## src/rtl/tc_pkg.sv

```systemverilog
// Shared widths, tile shape and sequencer state codes
// for the tensor-core tile path.
package tc_pkg;

    localparam int FP8_W  = 8;
    localparam int FP16_W = 16;
    localparam int TC_M   = 4;
    localparam int TC_K   = 8;
    localparam int TC_N   = 4;

    localparam logic [2:0] ST_IDLE   = 3'd0;
    localparam logic [2:0] ST_LOAD_A = 3'd1;
    localparam logic [2:0] ST_LOAD_B = 3'd2;
    localparam logic [2:0] ST_LOAD_C = 3'd3;
    localparam logic [2:0] ST_ISSUE  = 3'd4;
    localparam logic [2:0] ST_WAIT   = 3'd5;
    localparam logic [2:0] ST_DRAIN  = 3'd6;

endpackage

```

## src/rtl/tensorcore_tile_sequencer.sv

```systemverilog
// Streams A/B/C operand tiles into a 4x8x4 tensor core,
// issues one job, waits for the result and drains it.
module tensorcore_tile_sequencer
    import tc_pkg::*;
#(
    parameter int TIMEOUT = 64
) (
    input  logic                                   clk,
    input  logic                                   rst,
    input  logic                                   start,
    input  logic                                   start_e5m2mode,
    input  logic [15:0]                            load_data,
    input  logic                                   load_valid,
    output logic                                   load_ready,
    output logic [TC_M-1:0][TC_K-1:0][FP8_W-1:0]   tc_a,
    output logic [TC_K-1:0][TC_N-1:0][FP8_W-1:0]   tc_b,
    output logic [TC_M-1:0][TC_N-1:0][FP16_W-1:0]  tc_c,
    output logic                                   tc_e5m2mode,
    output logic                                   tc_in_valid,
    input  logic [TC_M-1:0][TC_N-1:0][FP16_W-1:0]  tc_d,
    input  logic                                   tc_out_valid,
    output logic [15:0]                            res_data,
    output logic                                   res_valid,
    input  logic                                   res_ready,
    output logic                                   busy,
    output logic                                   done,
    output logic                                   timeout_err
);

    localparam int WCW = (TIMEOUT > 1) ? $clog2(TIMEOUT) : 1;

    logic [2:0]     state;
    logic [6:0]     idx;
    logic [WCW-1:0] wcnt;
    logic           ld_hs;
    logic           last_ab;
    logic           last_c;

    logic [TC_M-1:0][TC_N-1:0][FP16_W-1:0] res_q;

    assign load_ready = (state == ST_LOAD_A) ||
                        (state == ST_LOAD_B) ||
                        (state == ST_LOAD_C);
    assign ld_hs       = load_valid && load_ready;
    assign last_ab     = (idx == 7'd31);
    assign last_c      = (idx == 7'd15);
    assign tc_in_valid = (state == ST_ISSUE);
    assign res_valid   = (state == ST_DRAIN);
    assign busy        = (state != ST_IDLE);
    assign res_data    = res_valid ? res_q[idx[3:2]][idx[1:0]] : '0;

    // Job control: state, beat index, wait counter, status flags
    always_ff @(posedge clk or posedge rst) begin
        if (rst) begin
            state       <= ST_IDLE;
            idx         <= '0;
            wcnt        <= '0;
            tc_e5m2mode <= 1'b0;
            done        <= 1'b0;
            timeout_err <= 1'b0;
        end else begin
            done <= 1'b0;
            case (state)
                ST_IDLE: begin
                    if (start) begin
                        tc_e5m2mode <= start_e5m2mode;
                        timeout_err <= 1'b0;
                        idx         <= '0;
                        state       <= ST_LOAD_A;
                    end
                end
                ST_LOAD_A, ST_LOAD_B: begin
                    if (ld_hs) begin
                        if (last_ab) begin
                            idx   <= '0;
                            state <= (state == ST_LOAD_A) ?
                                     ST_LOAD_B : ST_LOAD_C;
                        end else begin
                            idx <= idx + 7'd1;
                        end
                    end
                end
                ST_LOAD_C: begin
                    if (ld_hs) begin
                        if (last_c) begin
                            idx   <= '0;
                            state <= ST_ISSUE;
                        end else begin
                            idx <= idx + 7'd1;
                        end
                    end
                end
                ST_ISSUE: begin
                    idx   <= '0;
                    wcnt  <= '0;
                    state <= ST_WAIT;
                end
                ST_WAIT: begin
                    if (tc_out_valid) begin
                        idx   <= '0;
                        state <= ST_DRAIN;
                    end else if (wcnt == WCW'(TIMEOUT - 1)) begin
                        timeout_err <= 1'b1;
                        idx         <= '0;
                        state       <= ST_IDLE;
                    end else begin
                        wcnt <= wcnt + 1'b1;
                    end
                end
                ST_DRAIN: begin
                    if (res_ready) begin
                        if (last_c) begin
                            idx   <= '0;
                            done  <= 1'b1;
                            state <= ST_IDLE;
                        end else begin
                            idx <= idx + 7'd1;
                        end
                    end
                end
                default: begin
                    idx   <= '0;
                    state <= ST_IDLE;
                end
            endcase
        end
    end

    // Operand tiles fill row-major; result tile snaps on tc_out_valid
    always_ff @(posedge clk or posedge rst) begin
        if (rst) begin
            tc_a  <= '0;
            tc_b  <= '0;
            tc_c  <= '0;
            res_q <= '0;
        end else begin
            if (ld_hs && state == ST_LOAD_A)
                tc_a[idx[4:3]][idx[2:0]] <= load_data[7:0];
            if (ld_hs && state == ST_LOAD_B)
                tc_b[idx[4:2]][idx[1:0]] <= load_data[7:0];
            if (ld_hs && state == ST_LOAD_C)
                tc_c[idx[3:2]][idx[1:0]] <= load_data;
            if (state == ST_WAIT && tc_out_valid)
                res_q <= tc_d;
        end
    end

endmodule
```

## config.mk

```make
export PLATFORM = sky130hd
export DESIGN_NAME = tensorcore_tile_sequencer
export DESIGN_NICKNAME = d
export VERILOG_FILES = /design/src/rtl/tc_pkg.sv /design/src/rtl/tensorcore_tile_sequencer.sv
export SDC_FILE = /design/constraint.sdc
export NUM_CORES = 2
export LEC_CHECK = 0
export CAP_MARGIN = 20
export CORE_AREA = 2 2 419 421
export CTS_CLUSTER_DIAMETER = 80
export DETAILED_ROUTE_END_ITERATION = 8
export DIE_AREA = 0 0 421 423
export SLEW_MARGIN = 20
export SYNTH_ARGS = -nofsm -noshare
export SYNTH_HDL_FRONTEND = slang
export SYNTH_SLANG_ARGS = --single-unit
```

## constraint.sdc

```tcl
create_clock -name clk -period 42.5 [get_ports clk]
set_input_delay 8.5 -clock clk [delete_from_list [all_inputs] [get_ports clk]]
set_output_delay 8.5 -clock clk [all_outputs]
set_load 0.05 [all_outputs]
```

=== Word level (Yosys, flattened, before mapping) ===
Index checks and enable logic that the tools add are counted.

* Bits in read-only memories: 0
* Register bits: 1043
* Memory bits (writable): 0
* Input port bits: 279
* Memories kept: 0
* Bits in latches: 0

* Muxes and demuxes: 50
* Multipliers: 0
* Div/mod/pow operators: 0
* Reductions and logical operators: 22
* Shift-type cells: 0
* Eq/ne operators: 20
* Bitwise logic cells: 0
* Add/subtract/negate cells: 2
* $lt $le $gt $ge: 10

{| class="wikitable"
|+ Operator list
! operator !! count
|-
| $bwmux 256 || 3
|-
| $demux 64 s2 || 2
|-
| $mux 64 || 3
|-
| $bmux 64 s2 || 1
|-
| $demux 32 s3 || 1
|-
| $mux 7 || 8
|-
| $mux 16 || 3
|-
| $pmux 7 s5 || 1
|-
| $bmux 16 s2 || 1
|-
| $demux 16 s2 || 1
|-
| $mux 32 || 1
|-
| $mux 3 || 9
|-
| $demux 8 s3 || 1
|-
| $pmux 3 s6 || 1
|-
| $demux 8 s2 || 1
|-
| $mux 8 || 2
|-
| $ne 2x2->1 const B || 8
|-
| $mux 6 || 2
|-
| $pmux 6 s2 || 1
|-
| $logic_and 1x1->1 || 10
|-
| $eq 3x3->1 const B || 3
|-
| $lt 2x3->1 const B || 3
|-
| $lt 3x4->1 const B || 2
|-
| $reduce_and 8->1 || 1
|-
| other kinds (22) || 35
|}

=== Depth between registers and ports, before layout ===
* Depth in word-level cells: 7
* Depth in mapped cells: 9
* Depth with buffers taken out: 6

=== Worst setup path after synthesis ===
Ideal clock, no wire load.

* Path type: register to output
* From: register idx[0]
* To: output port res_data[11]
* Arrival: 2.635 ns
* Buffers on the path: 2
* Path slack: 31.365 ns
* Cell stages (with the launch flop): 7
* Data required time: 34.000 ns
* Path through: dfrtp_1 clkbuf_1 clkbuf_1 mux4_2 nor2b_1 a211oi_1 a311oi_1

* Word-level cells in the longest chain between the ends: 3

{| class="wikitable"
|+ RTL lines
! item !! line !! text
|-
| start, declared || tensorcore_tile_sequencer.sv:33 || <nowiki>logic [6:0] idx;</nowiki>
|-
| start signal, assigned || tensorcore_tile_sequencer.sv:79 || <nowiki>idx <= idx + 7'd1;</nowiki>
|-
| start signal, assigned || tensorcore_tile_sequencer.sv:89 || <nowiki>idx <= idx + 7'd1;</nowiki>
|-
| start signal, assigned || tensorcore_tile_sequencer.sv:117 || <nowiki>idx <= idx + 7'd1;</nowiki>
|-
| $bmux 16 s2 || tensorcore_tile_sequencer.sv:50 || <nowiki>assign res_data = res_valid ? res_q[idx[3:2]][idx[1:0]] : '0;</nowiki>
|-
| $mux 16 (not written as such) || tensorcore_tile_sequencer.sv:50 ||
|-
| $mux 16 || tensorcore_tile_sequencer.sv:50 ||
|-
| end, declared || tensorcore_tile_sequencer.sv:22 || <nowiki>output logic [15:0] res_data,</nowiki>
|}

No other way between the ends. The select of a mux whose other input is x is not followed.

=== Final worst setup path ===
* From: register idx[2]
* To: output port res_data[1]

* Word-level cells in the longest chain between the ends: 5

{| class="wikitable"
|+ RTL lines
! item !! line
|-
| $bmux 64 s2 || tensorcore_tile_sequencer.sv:50
|-
| $mux 64 (not written as such) || tensorcore_tile_sequencer.sv:50
|-
| $bmux 16 s2 || tensorcore_tile_sequencer.sv:50
|-
| $mux 16 (not written as such) || tensorcore_tile_sequencer.sv:50
|-
| $mux 16 || tensorcore_tile_sequencer.sv:50
|}

No other way between the ends. The select of a mux whose other input is x is not followed.

==> summary.md <==
| Metric | Value |
|---|---|
| Status | `complete, no violations` |
| Cell area after synthesis | `0.04171 mm^2` |
| Largest net degree at the start of global routing | `142` |
| First-pass GRT wire length | `214500 um` |
| Sequential share of power | `37.1%` |
| Die X | `421 um` |
| Clk root buf | `clkbuf_16` |
| Top_reg_cell synth | `dfrtp_1` |
| Rel. slew slack | `18.09%` |
| Sum Neg Setup Slack | `0 ns` |
| Switching Fraction | `36.20%` |
| CTS clk-pin slew, worst paths | `0.06 ns` |
| DR vias | `26.65k` |
| Worst Slack Setup Final | `29.61 ns` |
| Worst vdd ir | `41.32 uV` |
| Post-route ant nets | `0` |
| Post-synth EDFFs | `0` |
| Post-DP HPWL | `112000 um` |
| Initial antenna violation count | `43` |
| Switch Pwr | `1.160 mW` |
| Layout Nets | `3927` |
| Area leader, netlist | `dfrtp_1` |
| Row cnt | `153` |
| Final hold vios | `0` |
| Crit path time final | `12.89 ns` |
| Power share of the clock group | `32.5%` |
| Critical Path AT | `4.39 ns` |
| Routed len/inst | `25.38 um` |
| WS Path Type | `reg2out` |
| H-tree depth | `3` |
| Via density | `4.381` |
| CP Launch Type | `register` |
| Die area | `0.1781 mm^2` |
| Final instance area | `0.05901 mm^2` |
| Num CTS Buffers | `116` |
| Total of max-cap violations | `0` |
| Yosys warns | `0` |
| Vias in the first global route | `27.44k` |
| Area delta synth->final | `41.49%` |
| Remaining routing DRC violations | `0` |
| Lkg Pwr | `26.98 nW` |
| DRT Wirelength | `154400 um` |
| Placed cell areas | `0.05496 mm^2` |
| IO Port Bufs | `1069` |
| Int Power | `2.044 mW` |
| Peak Freq | `0.07756 GHz` |
| Final Cycle Share | `30.34%` |
| Actual slew at the worst max-slew pin | `1.225 ns` |
| RSZ-0062 raised after global routing | `no` |
| Cell count after synthesis | `2580` |
| Crit. End Element | `output port` |
| Fin. max-slew vios | `0` |
| Hold Buf Count CTS | `0` |
| RD Place Congestion | `0.8232` |
| Final setup viols | `0` |
| Clock buffer depth | `3` |
| Clock latency on the worst-skew pair | `0.77 ns` |
| CP required | `34.00 ns` |
| Core Area | `0.1732 mm^2` |
| Pre-CTS setup slack | `29.74 ns` |
| Total track usage | `16.83%` |
| Synth area leaders | `dfrtp_1, mux2_2, mux4_2` |
| Seq/Total Area, Yosys | `62.58%` |
| Post-CTS setup repair buffer count | `0` |
| Clock sinks | `1043` |
| Netlist cell types | `51` |
| Top cell type's share of synthesized area | `62.58%` |
| Detailed Routing Iterations Pass 1 | `4` |
| CTS tree | `yes` |
| DR iter-0 viols | `1268` |
| Async S/R FF share, synth | `100.0%` |
| Vert. Die Dim | `423 um` |
| Combinational Power Share | `30.4%` |
| #FFs+latches synth | `1043` |
| Post-Syn Area per Cell | `16.17 um^2` |
| CTS resizes | `0` |
| Layout cell share with drive strength beyond 1 | `38.05%` |
| Post-Syn Nets | `2864` |
| GRT overflow | `0` |
| Clock skew | `0.04158 ns` |
| Pwr Density | `54.28 mW/mm^2` |
| Initial Util | `24.07%` |
| Worst-path maximum fanout | `41` |
| Type of the worst min-delay path | `reg2reg` |
| IO Count | `1070` |
## per-stage QoR
| step | hold slack (ns) | utilization (%) | cells | total power [mW] |
|---|---|---|---|---|
| global placement | 0.4702 | 31.72 | 5849 | 2.189 |
| global route | 0.5075 | 34.06 | 6082 | 3.321 |
| detailed placement | 0.4869 | 31.72 | 5849 | 2.199 |
| finish | 0.4968 | 34.06 | 6083 | 3.203 |
| floorplan | 0.4684 | - | 2580 | 1.795 |
| CTS | 0.4998 | 34.03 | 6064 | 3.251 |
## critical path, stage by stage (launching register included)
cell and delay [ns]:
dfrtp_4 0.77, buf_4 0.74, mux4_2 0.63, mux4_2 0.53, nor2b_1 0.16, clkdlybuf4s50_1 0.72
## final timing paths
check	start	end	slack [ns]	cells past startpoint
hold reg to reg	res_q[180]	res_q[180]	0.50	1
min in group asynchronous	rst	res_q[252]	8.18	2
hold / removal	res_q[180]	res_q[180]	0.50	1
setup reg to reg	state[1]	res_q[88]	38.50	5
max in group asynchronous	rst	tc_b[37]	30.69	6
setup / recovery	idx[2]	res_data[1]	29.61	5
## state kept, by name, summed over array words and instances, names as in the netlist
register	cells
wcnt	6
tc_e5m2mode	1
state	3
tc_b	256
tc_a	256
res_q	256
done	1
idx	7
timeout_err	1
tc_c	256
## cells by family (layout without fill, tap and decap cells)
kind of cell,count (synthesis),in the layout,share of synthesized area (%)
buffers and inverters,177,1337,1.899
other,0,18,0
AO/OA/AOI/OAI,51,51,0.8040
adder cells (fa/ha/maj),5,5,0.1500
flip-flops,1043,1043,62.58
AND/OR/NAND/NOR,202,202,2.790
multiplexers,1102,1102,31.78
## cell usage in the layout, fill, tap and decap left out, types with 16 or more instances in the layout
cell type	netlist	layout
clkinv_2	0	23
nand2_1	44	44
clkdlybuf4s50_1	0	1061
mux4_2	75	75
o21ai_0	16	16
nor2_2	37	37
nand3_1	20	19
mux2_2	1025	1025
clkbuf_1	94	19
clkbuf_16	0	116
buf_4	12	48
nor2b_1	22	22
diode_2	0	18
dfrtp_1	1043	1038
clkbuf_8	0	30
## layer usage
layer  GRT usage [%]  share of wire (%)  vias up
li1                -                  -    11420
met1           18.13                 37    14010
met2           29.91                 52      857
met3           4.407                5.7      318
met4           9.341                5.3       46
met5               0               0.19        -
## area by class of cell
type | count | area (um^2)
diodes | 18 | 45.04
well taps | 2325 | 2909
multi-input cells | 1360 | 14870
clock buffers | 165 | 3387
clock inverters | 50 | 605.6
inverters | 10 | 45.04
fillers | 17020 | 114200
flip-flops and latches | 1043 | 26110
repair buffers | 1112 | 11030
## cells in the mapped netlist (all sizes together) (10+ instances only)
master  number
nor2        51
nor3        13
buf         73
nor2b       23
or3         10
o21ai       16
mux2      1026
nand2       53
nand3       24
mux4        75
clkbuf      94
dfrtp     1043
## power groups by stage
stage               sequential [mW]  clock (mW)  combinational, mW
global placement               1.20           0              0.987
finish                         1.19        1.04              0.975
CTS                            1.19        1.07              0.993
global route                   1.20        1.11               1.01
detailed placement             1.21           0              0.992
floorplan                      1.57           0              0.223
(Power assumes the default switching activity.)
